$ cat config.mk
export PLATFORM = sky130hd
export DESIGN_NAME = pwm_capture
export DESIGN_NICKNAME = d
export VERILOG_FILES = /design/src/rtl/pwm_pkg.sv /design/src/rtl/pwm_edge_sync.sv /design/src/rtl/pwm_capture.sv
export SDC_FILE = /design/constraint.sdc
export NUM_CORES = 1
export LEC_CHECK = 0
export CAP_MARGIN = 20
export CORE_MARGIN = 5
export CORE_UTILIZATION = 39
export DETAILED_ROUTE_END_ITERATION = 10
export PLACE_DENSITY = 0.73
export SLEW_MARGIN = 30
export SYNTH_ARGS = -nofsm -noshare
export SYNTH_HDL_FRONTEND = slang
export SYNTH_SLANG_ARGS = --single-unit
export TNS_END_PERCENT = 10
$ cat constraint.sdc
create_clock -name clock -period 3.2 [get_ports clock]
set_input_delay 0.64 -clock clock [delete_from_list [all_inputs] [get_ports clock]]
set_output_delay 0.64 -clock clock [all_outputs]
set_load 0.005 [all_outputs]
$ cat src/rtl/pwm_pkg.sv
// Shared types and width helpers for the PWM capture block.
package pwm_pkg;

    typedef enum logic [1:0] {
        IDLE = 2'd0,
        HIGH = 2'd1,
        LOW  = 2'd2
    } pwm_state_t;

    // Measurement counters carry one extra bit so a full 2^n-cycle period fits.
    function automatic int cnt_width(input int n);
        return n + 1;
    endfunction

endpackage

$ cat src/rtl/pwm_edge_sync.sv
// Two-flop synchronizer plus a delay flop for edge detection on an async PWM line.
module pwm_edge_sync (
    input  logic clock,
    input  logic reset,
    input  logic pwmIn,
    output logic rise,
    output logic fall
);

    logic meta;
    logic pwmSync;
    logic pwmPrev;

    // Resetting to 1 keeps a line that is already high from looking like a rise.
    always_ff @(posedge clock) begin
        if (reset) begin
            meta    <= 1'b1;
            pwmSync <= 1'b1;
            pwmPrev <= 1'b1;
        end else begin
            meta    <= pwmIn;
            pwmSync <= meta;
            pwmPrev <= pwmSync;
        end
    end

    assign rise = pwmSync & ~pwmPrev;
    assign fall = ~pwmSync & pwmPrev;

endmodule

$ cat src/rtl/pwm_capture.sv
// Measures high time and period of a PWM input; one dataValid strobe per full period.
module pwm_capture
    import pwm_pkg::*;
#(
    parameter int N = 8
) (
    input  logic             clock,
    input  logic             reset,
    input  logic             pwmIn,
    output logic [N:0]       highTime,
    output logic [N:0]       periodTime,
    output logic             dataValid,
    output logic             timeout,
    output logic [1:0]       fsm_state
);

    localparam int             CW      = cnt_width(N);
    localparam logic [CW-1:0]  CNT_MAX = '1;

    logic          rise;
    logic          fall;
    logic [CW-1:0] cnt;
    logic [CW-1:0] highLatch;
    pwm_state_t    state;
    pwm_state_t    next_state;
    logic          capture_high;
    logic          report;
    logic          set_timeout;

    pwm_edge_sync u_sync (
        .clock (clock),
        .reset (reset),
        .pwmIn (pwmIn),
        .rise  (rise),
        .fall  (fall)
    );

    // Valid/ready does not apply here: dataValid is a one-cycle strobe with no
    // back-pressure, and highTime/periodTime hold until the next strobe.
    always_comb begin
        next_state   = state;
        capture_high = 1'b0;
        report       = 1'b0;
        set_timeout  = 1'b0;
        if (cnt == CNT_MAX && !rise && !fall) begin
            set_timeout = 1'b1;
            next_state  = IDLE;
        end else begin
            case (state)
                IDLE: if (rise) next_state = HIGH;
                HIGH: if (fall) begin
                    capture_high = 1'b1;
                    next_state   = LOW;
                end
                LOW: if (rise) begin
                    report     = 1'b1;
                    next_state = HIGH;
                end
                default: next_state = IDLE;
            endcase
        end
    end

    always_ff @(posedge clock) begin
        if (reset) begin
            state      <= IDLE;
            cnt        <= '0;
            highLatch  <= '0;
            highTime   <= '0;
            periodTime <= '0;
            dataValid  <= 1'b0;
            timeout    <= 1'b0;
        end else begin
            state     <= next_state;
            dataValid <= report;
            if (rise)
                cnt <= CW'(1);
            else if (cnt != CNT_MAX)
                cnt <= cnt + CW'(1);
            if (capture_high)
                highLatch <= cnt;
            if (report) begin
                periodTime <= cnt;
                highTime   <= highLatch;
                timeout    <= 1'b0;
            end
            if (set_timeout)
                timeout <= 1'b1;
        end
    end

    assign fsm_state = state;

endmodule

Word-level counts from Yosys, hierarchy flattened
Cells that the tools add are included.
Widths: inputs -> output; s select.
- output and inout bits: 22
- latch bits: 0
- RAM bits: 0
- memory bits (read-only): 0
- memories kept: 0
- bits in registers: 43
- shift operators: 0
- $lt $le $gt $ge: 0
- eq/ne operators: 6
- multiply operators: 0
- add/subtract/negate cells: 1
- multiplexer cells: 14
- divide/modulo/power cells: 0
- bitwise gates (word level): 4
- reduce and logical (&&, ||, !) cells: 11
- operator list (operator ; number):
    $mux 1 ; 11
    $add 9x1->9 const B ; 1
    $eq 9x9->1 const B ; 1
    $ne 9x9->1 const B ; 1
    $reduce_or 2->1 ; 3
    $mux 2 ; 2
    $pmux 2 s2 ; 1
    $reduce_bool 2->1 ; 2
    $and 1x1->1 ; 2
    $eq 2x1->1 const B ; 1
    $eq 2x2->1 const B ; 1
    $logic_and 1x1->1 ; 2
    $logic_not 1->1 ; 2
    $logic_not 2->1 ; 1
    $ne 2x1->1 const B ; 1
    $ne 2x2->1 const B ; 1
    $not 1->1 ; 2
    $reduce_and 2->1 ; 1

Longest topological paths before layout
- word-level depth: 8
- mapped depth: 8
- depth with buffers taken out: 7

Hierarchy
Synthesis repeated with hierarchy kept, for this count alone.
- cells, all modules: 179
- area, all modules: 1597.8 sq um
- modules (own cells, without submodules) (module ; cells each ; times used ; seq. area each (sq um) ; area an instance (sq um)):
    pwm_capture ; 171 ; 1 ; 800.8 ; 1505.2
    pwm_edge_sync ; 8 ; 1 ; 60.1 ; 92.6

Least setup slack after synthesis
No wires, ideal clock.
- path kind: reg-to-reg
- start: reg cnt[0]
- end: reg cnt[6]
- period minus slack after synthesis: 1.738 ns
- cell stages (with the launch flop): 8
- path buffers: 1
- data arrival time: 1.671 ns
- setup time: 0.068 ns
- path slack: 1.462 ns
- cell sequence: dfxtp_1 > ha_1 > nand3_1 > nor2_1 > ha_1 > clkbuf_2 > or4_4 > a21oi_2
- longest elaborated chain between the ends: 1
- RTL lines (what ; RTL line ; RTL):
    start: declaration ; pwm_capture.sv:22 ; logic [CW-1:0] cnt;
    start signal: assignment ; pwm_capture.sv:79 ; cnt <= cnt + CW'(1);
    $add 9x1->9 / $ne 9x9->1 (equally long branches) ; pwm_capture.sv:79, pwm_capture.sv:78 ;
Parallel ways exist; a longest one is shown, timed or not.
A chain may end at the register's enable or synchronous reset.

Worst setup path after layout
- start: reg cnt[0]
- end: reg cnt[5]
The elaborated chain is that of the path after synthesis.

==> impl_summary.log <==
INFO  metric drt_first_iter_violations = 48
INFO  metric tritoncts_clock_tree = yes
INFO  metric detailed_place.area = 1889 sq um
INFO  metric post_synth_inst_count = 192
INFO  metric drive_gt1_share = 6.573%
INFO  metric antenna_cells_inserted = 0
INFO  metric netlist_area = 1633 sq um
INFO  metric maxSlewHeadroom = 44.00%
INFO  metric finalWirelength = 3.069 mm
INFO  metric power_density = 455.5 nW/um^2
INFO  metric vias = 1,276
INFO  metric dieArea = 5581 sq um
INFO  metric place_ws = 1.231 ns
INFO  metric timing.critical_path.from_type = register
INFO  metric totalPowerFinal = 897.7 uW
INFO  metric coreArea = 4029 sq um
INFO  metric highest_attainable_clock_frequency = 0.5015 GHz
INFO  metric outcome = finished, final reports clean
INFO  metric timing.final.crit_share = 62.31%
INFO  metric post_cts_resized = 0
INFO  metric final_net_count = 217
INFO  metric dr.pass1.iters = 4
INFO  metric globalRouteOverflowTotal = 0
INFO  metric die_x = 74.71 microns
INFO  metric post-route-drc-count = 0
INFO  metric clkSlewWorstSetupHoldPaths = 0.08 ns
INFO  metric number_of_violations_of_the_max_capacitance_limit = 0
INFO  metric dp.final_hpwl = 2.111 mm
INFO  metric postSynthAreaPerCell = 8.504 sq um
INFO  metric worst_tran_pin_value = 0.8352 ns
INFO  metric htree_levels = 2
INFO  metric global_route_total_usage_across_every_layer = 12.07%
INFO  metric cts_buffers = 5
INFO  metric power.leakage = 0.6463 nW
INFO  metric final_cell_area = 1971 sq um
INFO  metric worstHoldPathType = reg -> reg
INFO  metric rows = 23
INFO  metric area.growth.synth_to_final = 20.69%
INFO  metric synth_warnings = 0
INFO  metric min_period = 1.994 ns
INFO  metric drt-vias-per-instance = 4.852
INFO  metric mostFrequentLayoutCell = nand2_1
INFO  metric rsz_0062_raised_after_global_routing = no
INFO  metric holdBufCountCts = 0
INFO  metric routabilityCongestion = 0.7828
INFO  metric data_arrival_at_the_endpoint_of_the_critical_path = 2.22 ns
INFO  metric setup_viol = 0
INFO  metric seq_area_frac_synth = 52.72%
INFO  metric grt_first_pass_wirelength = 5.188 mm
INFO  metric floorplan.initialDensity = 40.53%
INFO  metric most_frequent_cells_in_the_layout = nand2_1 (58), dfxtp_1 (43), a21oi_1 (30), clkdlybuf4s50_1 (24), nor2_1 (8)
INFO  metric power.ir.vdd_worst = 0.0002101 V
INFO  metric worstSetupPathType = reg -> reg
INFO  metric cts.sink_count = 43
INFO  metric place_inst = 255
INFO  metric route.detailed.wl_per_inst = 11.67 microns
INFO  metric worstPathRequired = 3.42 ns
INFO  metric syn-num-nets = 197
INFO  metric slew_violations = 0
INFO  metric antenna_violations_before_repair = 0
INFO  metric worst_clock_skew = 0.006806 ns
INFO  metric cts_buffer_depth = 2
INFO  metric io_buffer_count = 24
INFO  metric setup.worst_path.end_class = register
INFO  metric finish.cell_count_without_fillers = 263
INFO  metric setup_tns = 0 ns
INFO  metric die_y = 74.71 microns
INFO  metric crit_path_max_fanout = 11
INFO  metric grt_max_degree = 30
INFO  metric ffs_latches_synth = 43
INFO  metric synth.lib_cells_used.distinct = 32
INFO  metric antenna_violating_nets_post_route = 0
INFO  metric post-cts-setup-buffers = 0
INFO  metric clockRootBuffer = clkbuf_8
INFO  metric clk_latency = 0.29 ns
INFO  metric timing_hold_violations_final = 0
INFO  metric first_global_vias = 1,162
INFO  metric io_pins = 25
INFO  metric finalWorstSetupSlack = 1.206 ns
[worst paths after layout]
kind / start / to / slack [ns] / depth (start not counted)
worst min-delay path: u_sync.meta / u_sync.pwmSync / 0.42 / 1
worst min register to register: u_sync.meta / u_sync.pwmSync / 0.42 / 1
worst max-delay path: cnt[0] / cnt[5] / 1.21 / 7
worst max register to register: cnt[0] / cnt[5] / 1.21 / 7
[area by class of cell]
cell class | count | area [sq um]
Multi-Input combinational cell | 135 | 706.9
Tap cell | 50 | 62.56
Timing Repair Buffer | 26 | 255.2
Clock inverter | 1 | 5.005
Fill cell | 400 | 2058
Clock buffer | 7 | 76.32
Inverter | 1 | 3.754
Sequential cell | 43 | 860.8
[through the flow]
stage	hold slack [ns]	utilization [%]
6_report	0.4247	48.91
5_1_grt	0.4483	48.91
4_1_cts	0.4312	48.91
3_5_place_dp	0.3997	46.89
3_3_place_gp	0.3941	46.89
2_1_floorplan	0.3895	-
[registers in the layout, summed over array words and instances, names as in the netlist]
signal,flops
cnt,9
periodTime,9
u_sync.meta,1
highTime,9
fsm_state,2
u_sync.pwmSync,1
u_sync.pwmPrev,1
highLatch,9
dataValid,1
timeout,1
[routing by layer]
| metal | GRT usage [%] | vias up | share of wire [%] |
|---|---|---|---|
| li1 | - | 673 | - |
| met1 | 14.32 | 575 | 47 |
| met2 | 20.00 | 24 | 46 |
| met3 | 4.272 | 4 | 6.0 |
| met4 | 4.743 | 0 | 1.5 |
| met5 | 0 | - | 0 |
[cell usage after synthesis]
library cell  instances  share of area [%]
nand2_1              58                 13
mux2i_1               2                1.2
nand4bb_1             2                1.4
a211oi_1              1               0.46
inv_1                 1               0.23
or3_1                 2               0.77
nand4_1               1               0.38
a32oi_1               1               0.54
clkbuf_2              1               0.31
nor2_1                8                1.8
o21ai_0               4                1.2
nand3_1               1               0.31
a21oi_1              30                9.2
xor2_1                3                1.6
clkbuf_1              5                1.1
nand4b_1              2                1.1
nand2b_1              4                1.5
dfxtp_1              43                 53
buf_4                 1               0.46
o21a_1                1               0.46
buf_2                 6                1.8
ha_1                  2                1.5
nor3_1                1               0.31
nor2b_1               2               0.77
a21oi_2               1               0.54
nor4bb_1              1               0.61
or2_2                 3                1.1
xnor2_1               1               0.54
or4_4                 1               0.69
o31ai_1               1               0.46
nand3_2               1               0.61
and4bb_1              1               0.77
[critical path, stage by stage, from the launching register on]
cell and delay (ns):
dfxtp_1 0.38, ha_1 0.27, nand3_1 0.09, nor2_1 0.04, ha_1 0.33, nand4b_1 0.32
or3_1 0.35, a21oi_1 0.14
[cell families (layout without fill, tap and decap cells)]
group	Yosys count	in the layout	synth area share [%]
and+or+nand+nor	88	88	25.52
xor gates and xnor gates	4	4	2.146
DFF	43	43	52.72
muxes	2	2	1.226
AOI/OAI and AO/OA	39	39	12.87
adders and majority gates	2	2	1.532
buffers and inverters	14	35	3.985
[power breakdown]
| group | leakage (nW) | switching [mW] | internal, mW |
|---|---|---|---|
| logic | 0.257 | 0.0147 | 0.0113 |
| clock network | 0.0422 | 0.171 | 0.153 |
| registers | 0.347 | 0.00767 | 0.540 |
Note: power is estimated with default switching activity, not from simulation.
